`src/rtl/timer_sched.sv`:
```
// timer_sched
// Shared one-shot timer. Requesters are arbitrated round-robin. The winner's
// programmed length is loaded, counted down on enabled ticks, and a single
// cycle done pulse is returned to the winner. One IDLE cycle always separates
// two owners.
//
// Ports:
//   i_clk        clock, all state updates on rising edge
//   i_rst        asynchronous active-high reset
//   i_req        level request per requester
//   i_len        per-requester timeout length, slice [n*WIDTH +: WIDTH]
//   i_tick       count enable (prescaler strobe)
//   i_cancel     abort the timing in progress
//   o_grant      one-hot owner of the timer
//   o_done       one-cycle expiry pulse to the owner
//   o_busy       high whenever the scheduler is not idle
//   o_remaining  current count value
module timer_sched #(
  parameter int NREQ  = 4,
  parameter int WIDTH = 16
) (
  input  logic                  i_clk,
  input  logic                  i_rst,
  input  logic [NREQ-1:0]       i_req,
  input  logic [NREQ*WIDTH-1:0] i_len,
  input  logic                  i_tick,
  input  logic                  i_cancel,
  output logic [NREQ-1:0]       o_grant,
  output logic [NREQ-1:0]       o_done,
  output logic                  o_busy,
  output logic [WIDTH-1:0]      o_remaining
);

  localparam int IW = $clog2(NREQ);

  typedef enum logic [1:0] {
    ST_IDLE = 2'd0,
    ST_RUN  = 2'd1,
    ST_DONE = 2'd2
  } state_t;

  state_t            state_q, state_d;
  logic [NREQ-1:0]   grant_q, grant_d;
  logic [NREQ-1:0]   done_q, done_d;
  logic              busy_q, busy_d;
  logic [WIDTH-1:0]  count_q, count_d;
  logic [IW-1:0]     rr_q, rr_d;
  logic [IW-1:0]     owner_q, owner_d;

  // Per-requester length slices as an array for indexed selection.
  logic [WIDTH-1:0]  len_arr [NREQ];

  generate
    for (genvar gi = 0; gi < NREQ; gi++) begin : g_len
      assign len_arr[gi] = i_len[gi*WIDTH +: WIDTH];
    end
  endgenerate

  // Round-robin search: first set request starting at rr_q, wrapping.
  logic          win_found;
  logic [IW-1:0] win_idx;
  int            pos;

  always_comb begin
    win_found = 1'b0;
    win_idx   = '0;
    pos       = 0;
    for (int k = 0; k < NREQ; k++) begin
      pos = int'(rr_q) + k;
      if (pos >= NREQ) pos = pos - NREQ;
      if (!win_found && i_req[pos]) begin
        win_found = 1'b1;
        win_idx   = pos[IW-1:0];
      end
    end
  end

  // Pointer moves past the departing owner, whether it expired or was cancelled.
  logic [IW-1:0] rr_next;
  assign rr_next = (owner_q == IW'(NREQ-1)) ? '0 : owner_q + 1'b1;

  always_comb begin
    state_d = state_q;
    grant_d = grant_q;
    done_d  = '0;
    busy_d  = busy_q;
    count_d = count_q;
    rr_d    = rr_q;
    owner_d = owner_q;
    unique case (state_q)
      ST_IDLE: begin
        if (win_found) begin
          state_d = ST_RUN;
          grant_d = {{(NREQ-1){1'b0}}, 1'b1} << win_idx;
          owner_d = win_idx;
          count_d = len_arr[win_idx];
          busy_d  = 1'b1;
        end
      end
      ST_RUN: begin
        // Cancel beats both expiry and tick on the same edge.
        if (i_cancel) begin
          state_d = ST_IDLE;
          grant_d = '0;
          busy_d  = 1'b0;
          rr_d    = rr_next;
        end else if (count_q == '0) begin
          state_d = ST_DONE;
          done_d  = grant_q;
        end else if (i_tick) begin
          count_d = count_q - 1'b1;
        end
      end
      ST_DONE: begin
        state_d = ST_IDLE;
        grant_d = '0;
        busy_d  = 1'b0;
        rr_d    = rr_next;
      end
      default: begin
        state_d = ST_IDLE;
        grant_d = '0;
        busy_d  = 1'b0;
      end
    endcase
  end

  always_ff @(posedge i_clk or posedge i_rst) begin
    if (i_rst) begin
      state_q <= ST_IDLE;
      grant_q <= '0;
      done_q  <= '0;
      busy_q  <= 1'b0;
      count_q <= '0;
      rr_q    <= '0;
      owner_q <= '0;
    end else begin
      state_q <= state_d;
      grant_q <= grant_d;
      done_q  <= done_d;
      busy_q  <= busy_d;
      count_q <= count_d;
      rr_q    <= rr_d;
      owner_q <= owner_d;
    end
  end

  assign o_grant     = grant_q;
  assign o_done      = done_q;
  assign o_busy      = busy_q;
  assign o_remaining = count_q;

endmodule

```
`config.mk`:
```
export PLATFORM = sky130hd
export DESIGN_NAME = timer_sched
export DESIGN_NICKNAME = d
export VERILOG_FILES = /design/src/rtl/timer_sched.sv
export SDC_FILE = /design/constraint.sdc
export NUM_CORES = 1
export LEC_CHECK = 0
export BUFFER_PORTS_ARGS = -buffer_cell sky130_fd_sc_hd__buf_2
export CAP_MARGIN = 20
export CORE_UTILIZATION = 52
export DETAILED_ROUTE_END_ITERATION = 8
export HOLD_SLACK_MARGIN = 0.08
export PLACE_DENSITY = 0.85
export RECOVER_POWER = 25
export SYNTH_ARGS = -nofsm -noshare
export SYNTH_HDL_FRONTEND = slang
export SYNTH_SLANG_ARGS = --single-unit
export TNS_END_PERCENT = 1
```
`constraint.sdc`:
```
create_clock -name i_clk -period 5.8 [get_ports i_clk]
set_input_delay 0.58 -clock i_clk [delete_from_list [all_inputs] [get_ports i_clk]]
set_output_delay 0.58 -clock i_clk [all_outputs]
set_load 0.02 [all_outputs]
```
# Word-level counts from Yosys, hierarchy flattened
# Cells that the tools add are included.
[word_totals]
inputBits = 72
regBits = 31
[classes]
n_lt_le_gt_ge = 9
n_eq_ne = 9
add_sub_neg = 9
muxes = 48
n_bitwise = 1
shifts = 1
reduce_logical = 15
[ops]
columns = ["op", "count"]
rows = [
  ["< comparator 32 x 4 -> 1 bit (second input constant)", 4],
  ["2-to-1 mux 32 bit", 4],
  ["2-to-1 mux 16 bit", 6],
  ["binary-select mux 16 bit (select 2 bit)", 1],
  ["one-hot mux 16 bit (2 select lines)", 1],
  ["2-to-1 mux 4 bit", 5],
  ["2-to-1 mux 2 bit", 9],
  ["zero test 16 bit", 1],
  ["subtractor 16 x 1 -> 16 bit (second input constant)", 1],
  ["2-to-1 mux 1 bit", 14],
  ["greater-or-equal comparator 3 bit (second input constant)", 4],
  ["subtractor 3 x 3 -> 4 bit (second input constant)", 3],
  ["inequality test 2 bit (second input constant)", 5],
  ["binary-select mux 1 bit (select 2 bit)", 4],
  ["one-hot mux 2 bit (2 select lines)", 2],
  ["one-hot mux 4 bit (2 select lines)", 1],
  ["AND reduction 2 bit", 4],
  ["adder 2 x 2 -> 3 bit (second input constant)", 2],
  ["AND reduction 5 bit", 1],
  ["== test 2 bit (second input constant)", 2],
  ["nonzero test 2 bit", 2],
  ["left shift 1 x 2 -> 4 bit (first input constant)", 1],
  ["subtractor 2 x 3 -> 4 bit (second input constant)", 1],
  ["adder 2 x 1 -> 3 bit (second input constant)", 1],
  ["9 further kinds", 13],
]

# Depth between registers and ports, before layout
# Gate-level depths: netlist of the first run.
[logic_depth]
depth_word = 21
mapped_depth = 9
mapped_depth_nobuf = 7

# Worst setup path after synthesis of the first run
# OpenSTA, ideal clock, no wires.
[synth_path]
kind = "reg2reg"
from = "register count_q[7], in the netlist o_remaining[7]"
to = "register count_q[14], in the netlist o_remaining[14]"
setup_ns = 0.137
arrival_time_ns = 2.110
slack_ns = 3.553
n_path_buf = 1
synth_period_minus_slack_ns = 2.247
stages_incl_launch_ff = 8
required_time_ns = 5.663
path_cell_list = "dfrtp_1 or2_4 or4_4 o311a_1 buf_6 and3_1 a311oi_1 o21ai_1"
[synth_via]
elab_chain_len = 5
word_cells_on_any_way = 8
cone_classes = "1 x add/sub; 1 x eq/ne; 4 x mux; 2 x reduce/logical"
[synth_rtl]
columns = ["element", "line_no", "rtl"]
rows = [
  ["start, declared", "46", "logic [WIDTH-1:0] count_q, count_d;"],
  ["start signal, assigned", "142", "count_q <= count_d;"],
  ["subtractor 16 x 1 -> 16 bit", "111", "count_d = count_q - 1'b1;"],
  ["2-to-1 mux 16 bit", "110", "end else if (i_tick) begin"],
  ["2-to-1 mux 16 bit", "107", "end else if (count_q == '0) begin"],
  ["2-to-1 mux 16 bit", "102", "if (i_cancel) begin"],
  ["one-hot mux 16 bit (2 select lines)", "90", "unique case (state_q)"],
]
# Parallel ways exist; a longest one is shown, timed or not. The select of a mux whose other input is x is not followed.
# A chain may end at the register's enable or synchronous reset.

# Worst setup path after layout of the first run
[layout_path]
from = "register count_q[7], in the netlist o_remaining[7]"
to = "register count_q[11], in the netlist o_remaining[11]"
# The elaborated chain is that of the path after synthesis.

==> results of run 1 <==
[registers in the layout (all words and copies together) (netlist names)]
signal       flops
rr_q             2
o_remaining     16
o_grant          4
o_busy           1
state_q          2
owner_q          2
o_done           4
[per-layer routing]
layer  global-route usage  vias up
li1                     -     1127
met1                0.346     1114
met2                0.483      105
met3               0.0783       10
met4                0.117        0
met5                    0        -
[per-stage QoR]
stage / util / power, mW / worst slack (ns)
after floorplan: - / 1.02 / 3.55
after global placement: 0.674 / 1.20 / 2.94
after detailed placement: 0.674 / 1.23 / 2.85
after CTS: 0.698 / 1.43 / 3.10
after global routing: 0.697 / 1.53 / 2.93
final: 0.697 / 1.43 / 3.08
[layout make-up]
cell class,count,area [um2],share of cell area
tap,50,62.6,0.0218
timing repair buffer,98,492,0.171
multi-input combinational,197,1420,0.494
clock buffer,8,100,0.0349
inverter,6,22.5,0.00785
sequential,31,776,0.270
[where the power goes]
| group | switching, mW | internal, mW | leakage, nW |
|---|---|---|---|
| registers | 0.117 | 0.305 | 0.376 |
| logic | 0.470 | 0.347 | 0.955 |
| clock network | 0.0838 | 0.108 | 0.0515 |
[logic make-up after synthesis]
family / count (synthesis) / share of synthesized area
compound gates: 63 / 0.196
fa+ha+maj: 3 / 0.0164
buf+inv: 18 / 0.0491
flops: 31 / 0.339
simple gates: 93 / 0.227
mux: 38 / 0.174
[final timing paths]
kind,to,slack (ns),cells after the start
worst max-delay path,o_remaining[11]$_DFFE_PP0P_,3.08,6
worst min-delay path,owner_q[1]$_DFFE_PP0P_,0.49,2
worst max register to register,o_remaining[11]$_DFFE_PP0P_,3.08,6
worst min register to register,owner_q[1]$_DFFE_PP0P_,0.49,2
max in group asynchronous,o_grant[2]$_DFFE_PP0P_,3.90,3
min in group asynchronous,o_done[1]$_DFF_PP0_,0.89,3
[synthesized netlist by cell type, types with 2 or more instances]
cell type                  number  share of area
sky130_fd_sc_hd__o311a_1        2         0.0087
sky130_fd_sc_hd__o211ai_1       3         0.0098
sky130_fd_sc_hd__nand4_1        2         0.0055
sky130_fd_sc_hd__ha_1           3          0.016
sky130_fd_sc_hd__o22ai_1        2         0.0055
sky130_fd_sc_hd__a211oi_1       3         0.0098
sky130_fd_sc_hd__a32o_1         2         0.0087
sky130_fd_sc_hd__a221o_1        4          0.017
sky130_fd_sc_hd__nor4_1         2         0.0055
sky130_fd_sc_hd__inv_1          6         0.0098
sky130_fd_sc_hd__nor3_1        10          0.022
sky130_fd_sc_hd__mux2i_1       24           0.10
sky130_fd_sc_hd__and2_1         4          0.011
sky130_fd_sc_hd__buf_4          3         0.0098
sky130_fd_sc_hd__nor2_1        22          0.036
sky130_fd_sc_hd__a222oi_1       2         0.0087
sky130_fd_sc_hd__and3_1         2         0.0055
sky130_fd_sc_hd__buf_6          3          0.015
sky130_fd_sc_hd__o311ai_0       2         0.0076
sky130_fd_sc_hd__or2b_2         2         0.0076
sky130_fd_sc_hd__o31ai_1        2         0.0066
sky130_fd_sc_hd__o21ai_0       19          0.042
sky130_fd_sc_hd__nand3_1       10          0.022
sky130_fd_sc_hd__dfrtp_1       31           0.34
sky130_fd_sc_hd__nor2b_1        5          0.014
sky130_fd_sc_hd__a21oi_1       10          0.022
sky130_fd_sc_hd__nand2_1       19          0.031
sky130_fd_sc_hd__mux2_2        14          0.069
sky130_fd_sc_hd__clkbuf_1       4         0.0066
[tightest hold or removal path, stage by stage, from the launching register on]
cell	delay (ns)
sky130_fd_sc_hd__dfrtp_1	0.34
sky130_fd_sc_hd__nand2_1	0.05
sky130_fd_sc_hd__o21ai_0	0.07
[placed cells by master (no fill, tap or decap), types with 3 or more instances in the layout]
master / netlist / routed
sky130_fd_sc_hd__clkbuf_8: 1 / 7
sky130_fd_sc_hd__o211ai_1: 3 / 3
sky130_fd_sc_hd__nor2_1: 22 / 21
sky130_fd_sc_hd__buf_2: 1 / 96
sky130_fd_sc_hd__a221o_1: 4 / 4
sky130_fd_sc_hd__nand2_1: 19 / 19
sky130_fd_sc_hd__a211oi_1: 3 / 3
sky130_fd_sc_hd__and2_1: 4 / 4
sky130_fd_sc_hd__o21ai_0: 19 / 19
sky130_fd_sc_hd__nor3_1: 10 / 10
sky130_fd_sc_hd__ha_1: 3 / 3
sky130_fd_sc_hd__mux2i_1: 24 / 24
sky130_fd_sc_hd__inv_1: 6 / 6
sky130_fd_sc_hd__nand3_1: 10 / 10
sky130_fd_sc_hd__mux2_2: 14 / 14
sky130_fd_sc_hd__nor2b_1: 5 / 5
sky130_fd_sc_hd__a21oi_1: 10 / 10
sky130_fd_sc_hd__dfrtp_1: 31 / 31
==> run summary, run 1 <==
* status: finished, violations left
* failing checks: max-capacitance violations, max-slew violations
* Syn Inst Count: 246
* RSZ-0062 raised after global routing: no
* # resized after CTS: 0
* overall via count from detail_route: 2356
* final weighted congestion in routability-driven placement: 0.853
* count of different cell masters after synthesis: 58
* async set-reset flop share out of synthesis: 1.00
* final wirelength: 6.21 mm
* post-route clock skew: 0.00431 ns
* Worst Setup Start Kind: flop
* first element of the critical path: o_remaining[7]$_DFFE_PP0P_
* via count of the first global-routing pass: 2231
* number of placement rows: 23
* EDFF count, synth: 0
* maximum capacitance violations: 1
* Setup Viol. Count Final: 0
* detailed-routed wire length on met2: 3.11 mm
* diodes inserted: 0
* commonest register cell after synthesis: sky130_fd_sc_hd__dfrtp_1
* global-route wire length before repair: 9.89 mm
* Final Hold Slack: 0.494 ns
* I/O Buffers: 96
* remaining antenna violation count after routing: 0
* required time reported for the critical path endpoint: 5.94 ns
* antenna violations before repair: 0
* accumulated negative setup slack: 0 ns
* setup repair bufs after CTS: 0
* #FFs+latches synth: 31
* per-cell via count in the routed design: 6.04
* top sig layer: met4
* slew at the pin closest to its max-slew limit: 1.74 ns
* critical path buffer and inverter count: 0
* effective utilization at floorplan: 0.557
* worst min-delay path category: flop to flop
* placed wire-length estimate after detailed placement: 4.48 mm
* number of top-level design ports: 97
* post-synthesis net count: 321
* CP delay by family, top: compound AO/OA/AOI/OAI gates
* source-to-sink clock delay at the later pin of the worst-skew pair: 0.29 ns
* combined area of all synthesized cells: 2290 um2
* total CTS buffers: 5
* CTS H-tree lvls: 2
* Final Hold Vio Count: 0
* area added between synthesis and finish: 25.2%
* # clock sinks: 31
* hold-fix buffers at CTS: 0
* post-layout net count: 414
* Final Cell Area: 2870 um2
* TritonCTS clock tree: built
* post-CTS clock slew at the launch and capture registers of the worst setup and hold paths: 0.07 ns
* routed length on met1: 2.49 mm
* Worst Path Class, Setup: flop to flop
* # fillers: 328
* category of the worst setup path capture point: flop
* Post-Syn Area per Cell: 9.31 um2
* final cycle utilization of the critical path: 0.470
* FF-to-FF Start: o_remaining[7]$_DFFE_PP0P_
* worst-path cell chain: or2_4 > or4_4 > o311ai_2 > nor3_1 > a2111oi_1 > a21oi_1
* worst-case clock buffer depth: 2
* fin cells: 390
* peak per-stage delay on the critical path: 0.78 ns
* Die Span Y: 68.4 um
* remaining design rule violation count: 0
* met3 layer wire length in the routed design: 509 um
* final period demand of the worst path: 2.72 ns
* die area: 4680 um2
* residual overflow from global routing: 0
* DP Area: 2770 um2
* top fanout value on the critical path: 11
* maximum number of pins on one net before global-route repair: 32
* DRT iter0 DRCs: 151
* layout cells sized above 1: 0.400
* standard cell core area: 4120 um2
* CTS Root Cell: sky130_fd_sc_hd__clkbuf_8
* drt pass-1 iters: 4
* fraction of the yosys area taken by sequential cells: 0.339
* Synthesis Warnings: 0
* instance count after placement with tap cells included: 382
* total track usage: 0.288
* leakage power total: 1.38 nW
* Final Max Tran Viols: 32
* slowest cell on the critical path: sky130_fd_sc_hd__o311ai_2
* Worst VDD drop: 275 uV
* final routed wire length divided by cell count: 15.9 um
* Crit path arrival time: 2.87 ns
* DIE WIDTH: 68.4 um
* relative max-transition margin: -0.159
* highest attainable clock frequency: 367 MHz
* origin of the worst min-delay path: owner_q[1]$_DFFE_PP0P_
* Power Density: 498 nW/um2
No activity file was read; power rests on OpenSTA's default activity.
==> run 2: changes to the inputs <==
--- a/config.mk
+++ b/config.mk
@@ -5,12 +5,13 @@
 export SDC_FILE = /design/constraint.sdc
 export NUM_CORES = 1
 export LEC_CHECK = 0
+export ABC_AREA = 1
 export BUFFER_PORTS_ARGS = -buffer_cell sky130_fd_sc_hd__buf_2
 export CAP_MARGIN = 20
-export CORE_UTILIZATION = 52
+export CORE_UTILIZATION = 51
 export DETAILED_ROUTE_END_ITERATION = 8
 export HOLD_SLACK_MARGIN = 0.08
-export PLACE_DENSITY = 0.85
+export PLACE_DENSITY = 0.81
 export RECOVER_POWER = 25
 export SYNTH_ARGS = -nofsm -noshare
 export SYNTH_HDL_FRONTEND = slang
==> constraint.sdc (replaced) <==
create_clock -name i_clk -period 2.8 [get_ports i_clk]
set_input_delay 0.28 -clock i_clk [delete_from_list [all_inputs] [get_ports i_clk]]
set_output_delay 0.28 -clock i_clk [all_outputs]
set_load 0.02 [all_outputs]
==> run summary, run 2 <==
* post-route clock skew: 0.00818 ns, +0.00387 ns
* max reg flops: 16, unchanged
* I/O Buffers: 96, unchanged
* Syn Inst Count: 443, +80%
* via count of the first global-routing pass: 2684, +20%
* total track usage: 0.282, -0.00637
* total CTS buffers: 5, unchanged
* EDFF count, synth: 0, unchanged
* Final Max Tran Viols: 32, unchanged
* CP delay by family, top: simple AND/OR/NAND/NOR gates
* maximum number of pins on one net before global-route repair: 32, unchanged
* count of different cell masters after synthesis: 33, -43%
* top library cells by usage in the layout, fill and taps aside: 202 x sky130_fd_sc_hd__nand2_1, 96 x sky130_fd_sc_hd__buf_2, 34 x sky130_fd_sc_hd__a21oi_1, 31 x sky130_fd_sc_hd__nor2_1, 30 x sky130_fd_sc_hd__dfrtp_1
* worst-path cell chain: inv_1 > ha_1 > nand2_1 > nor4_1 > nand2_1 > nand2_1 > nor2_1 > nand2_2 > a21oi_1 > a21oi_1
* met3 layer wire length in the routed design: 647 um, +27%
* final wirelength: 7.39 mm, +19%
* required time reported for the critical path endpoint: 2.97 ns, -2.97 ns
* commonest register cell after synthesis: sky130_fd_sc_hd__dfrtp_1
* CTS H-tree lvls: 2, unchanged
* Worst Setup Start Kind: flop
* CP most frequent cell: sky130_fd_sc_hd__nand2_1
* accumulated negative setup slack: 0 ns, unchanged
* DRT iter0 DRCs: 255, +69%
* worst hold path depth: 4, +2
* fraction of the yosys area taken by sequential cells: 0.285, -0.0533
* number of placement rows: 26, +13%
* maximum capacitance violations: 1, unchanged
* routed length on met1: 3.33 mm, +34%
* failing checks: max-capacitance violations, max-slew violations
* leading cell types by total area after synthesis: sky130_fd_sc_hd__dfrtp_1 29%, sky130_fd_sc_hd__nand2_1 28%, sky130_fd_sc_hd__a21oi_1 6.3%, sky130_fd_sc_hd__nand4_1 5.5%, sky130_fd_sc_hd__nor2_1 4.3%
* diodes inserted: 0, unchanged
* standard cell core area: 5110 um2, +24%
* combined area of all synthesized cells: 2720 um2, +19%
* top sig layer: met4
* post-layout net count: 608, +47%
* post-CTS clock slew at the launch and capture registers of the worst setup and hold paths: 0.07 ns, about the same
* Setup Viol. Count Final: 0, unchanged
* Worst VDD drop: 751 uV, +170%
* category of the worst setup path capture point: flop
* most area-hungry cell type in the Yosys netlist: sky130_fd_sc_hd__dfrtp_1
* source-to-sink clock delay at the later pin of the worst-skew pair: 0.29 ns, about the same
* Worst Path Class, Setup: flop to flop
* residual overflow from global routing: 0, unchanged
* layout cells sized above 1: 0.255, -0.145
* setup ws final: 0.348 ns, -2.73 ns
* Final Hold Slack: 0.329 ns, -0.165 ns
* Die Span Y: 75.0 um, +9.7%
* overall power consumption: 5.05 mW, +250%
* highest attainable clock frequency: 408 MHz, +11%
* Power Density: 1520 nW/um2, +200%
* area added between synthesis and finish: 22.4%
* pre-CTS WS: 0.272 ns, -2.58 ns
* final routed wire length divided by cell count: 12.2 um, -23%
* DIE WIDTH: 75.0 um, +9.7%
* Synthesis Warnings: 0, unchanged
* Final Hold Vio Count: 0, unchanged
* remaining design rule violation count: 0, unchanged
* slowest cell on the critical path: sky130_fd_sc_hd__nor2_1
* peak per-stage delay on the critical path: 0.57 ns, -0.21 ns
* RSZ-0062 raised after global routing: no
* worst-case clock buffer depth: 2, unchanged
* die area: 5630 um2, +20%
* post-synthesis net count: 518, +61%
* effective utilization at floorplan: 0.532, -0.0244
* final weighted congestion in routability-driven placement: 0.950, +11%
* FF-to-FF Start: o_remaining[0]$_DFFE_PP0P_
* worst reg-to-reg path cell count: 10, +4
* antenna violations before repair: 0, unchanged
* TritonCTS clock tree: built
* CTS Root Cell: sky130_fd_sc_hd__clkbuf_8
* commonest non-fill, non-tap cell in the layout: sky130_fd_sc_hd__nand2_1
* status: finished, violations left
* number of top-level design ports: 97, unchanged
* overall via count from detail_route: 3222, +37%
* Crit path arrival time: 2.62 ns, -0.25 ns
* setup repair bufs after CTS: 0, unchanged
* remaining antenna violation count after routing: 0, unchanged
* top fanout value on the critical path: 22, +11
* terminus of the critical flop-to-flop path: o_remaining[13]$_DFFE_PP0P_
* top-area cell type share of the netlist area: 0.285, -0.0533
* drt pass-1 iters: 7, +3
* final cycle utilization of the critical path: 0.876, +0.406
* slew at the pin closest to its max-slew limit: 1.62 ns, -0.122 ns
* async set-reset flop share out of synthesis: 1.00, unchanged
* origin of the worst min-delay path: i_cancel
* most instantiated cells after synthesis: 203 x sky130_fd_sc_hd__nand2_1, 34 x sky130_fd_sc_hd__a21oi_1, 31 x sky130_fd_sc_hd__dfrtp_1, 31 x sky130_fd_sc_hd__nor2_1, 26 x sky130_fd_sc_hd__inv_1
* Post-Syn Area per Cell: 6.14 um2, -34%
* critical path buffer and inverter count: 1, +1
* per-cell via count in the routed design: 5.33, -12%
* #FFs+latches synth: 31, unchanged
* placed wire-length estimate after detailed placement: 5.53 mm, +23%
* leakage power total: 1.88 nW, +36%
* most common cell in the synthesized netlist: sky130_fd_sc_hd__nand2_1
* sink of the worst hold path: state_q[0]$_DFFE_PP0P_
* final period demand of the worst path: 2.45 ns, -0.273 ns
* # clock sinks: 31, unchanged
* worst min-delay path category: primary input to flop
* global-route wire length before repair: 12.0 mm, +22%
* detailed-routed wire length on met2: 3.28 mm, +5.2%
* relative max-transition margin: -0.0777, +0.0813
* FF-to-FF setup slack: 0.35 ns, -2.73 ns
[run 2: cell count changes after synthesis, sizes merged, moves of 10 or more]
| cell | delta |
|---|---|
| nand3 | +10 |
| inv | +24 |
| nor2 | +10 |
| o21ai | -10 |
| nand4 | +22 |
| mux2 | -14 |
| nand2 | +195 |
| a21oi | +27 |
| mux2i | -24 |
[run 2: how the worst max path moves through the flow]
stage	depth (start not counted)	endpoint	start	slack (ns)
after floorplan	9	o_remaining[14]$_DFFE_PP0P_	o_remaining[0]$_DFFE_PP0P_	0.96
after global placement	15	o_remaining[10]$_DFFE_PP0P_	rr_q[0]$_DFFE_PP0P_	0.37
after detailed placement	10	o_remaining[0]$_DFFE_PP0P_	o_remaining[0]$_DFFE_PP0P_	0.27
final	10	o_remaining[13]$_DFFE_PP0P_	o_remaining[0]$_DFFE_PP0P_	0.35
after CTS	10	o_remaining[0]$_DFFE_PP0P_	o_remaining[0]$_DFFE_PP0P_	0.19
after global routing	10	o_remaining[13]$_DFFE_PP0P_	o_remaining[0]$_DFFE_PP0P_	0.10
[run 2: area by class of cell]
class	instances	area [um2]
clock buffer	6	82.6
fill	500	1780
timing repair buffer	103	532
clock inverter	2	35.0
sequential	31	777
inverter	30	120
tap	70	87.6
multi-input combinational	362	1690
[run 2: per-stage QoR]
step / area, um2 / instances / util
after detailed placement: 3200 / 595 / 0.627
after floorplan: 2720 / 443 / -
final: 3330 / 604 / 0.652
after global placement: 3200 / 595 / 0.627
after global routing: 3330 / 604 / 0.652
after CTS: 3330 / 604 / 0.652
[run 2: where the power goes]
part           switching, mW  total (mW)  internal (mW)
clock                  0.173       0.461          0.288
sequential             0.247       0.904          0.657
combinational           2.50        3.68           1.18
total                   2.92        5.05           2.13
[run 2: repair_timing]
item,4_1_cts,5_1_grt
endpoints found under the hold margin,25,0
setup endpoints to repair,0,15
resized for setup,0,2
hold buffers,1,0
[run 2: cell families after synthesis]
kind of cell	after synthesis	synth area share
compound gates	51	0.103
xor+xnor	5	0.0161
fa+ha+maj	3	0.0138
buf+inv	50	0.0925
flops	31	0.285
simple gates	303	0.489
[run 2: worst register-to-register path, cell delays in order, from the launching register on]
cell,delay (ns)
sky130_fd_sc_hd__dfrtp_1,0.37
sky130_fd_sc_hd__inv_1,0.10
sky130_fd_sc_hd__ha_1,0.22
sky130_fd_sc_hd__nand2_1,0.07
sky130_fd_sc_hd__nor4_1,0.06
sky130_fd_sc_hd__nand2_1,0.07
sky130_fd_sc_hd__nand2_1,0.07
sky130_fd_sc_hd__nor2_1,0.57
sky130_fd_sc_hd__nand2_2,0.45
sky130_fd_sc_hd__a21oi_1,0.26
sky130_fd_sc_hd__a21oi_1,0.09
[run 2: per-layer routing]
layer,up-vias,global-route usage
li1,1615,-
met1,1407,0.402
met2,184,0.425
met3,16,0.0562
met4,0,0.101
met5,-,0
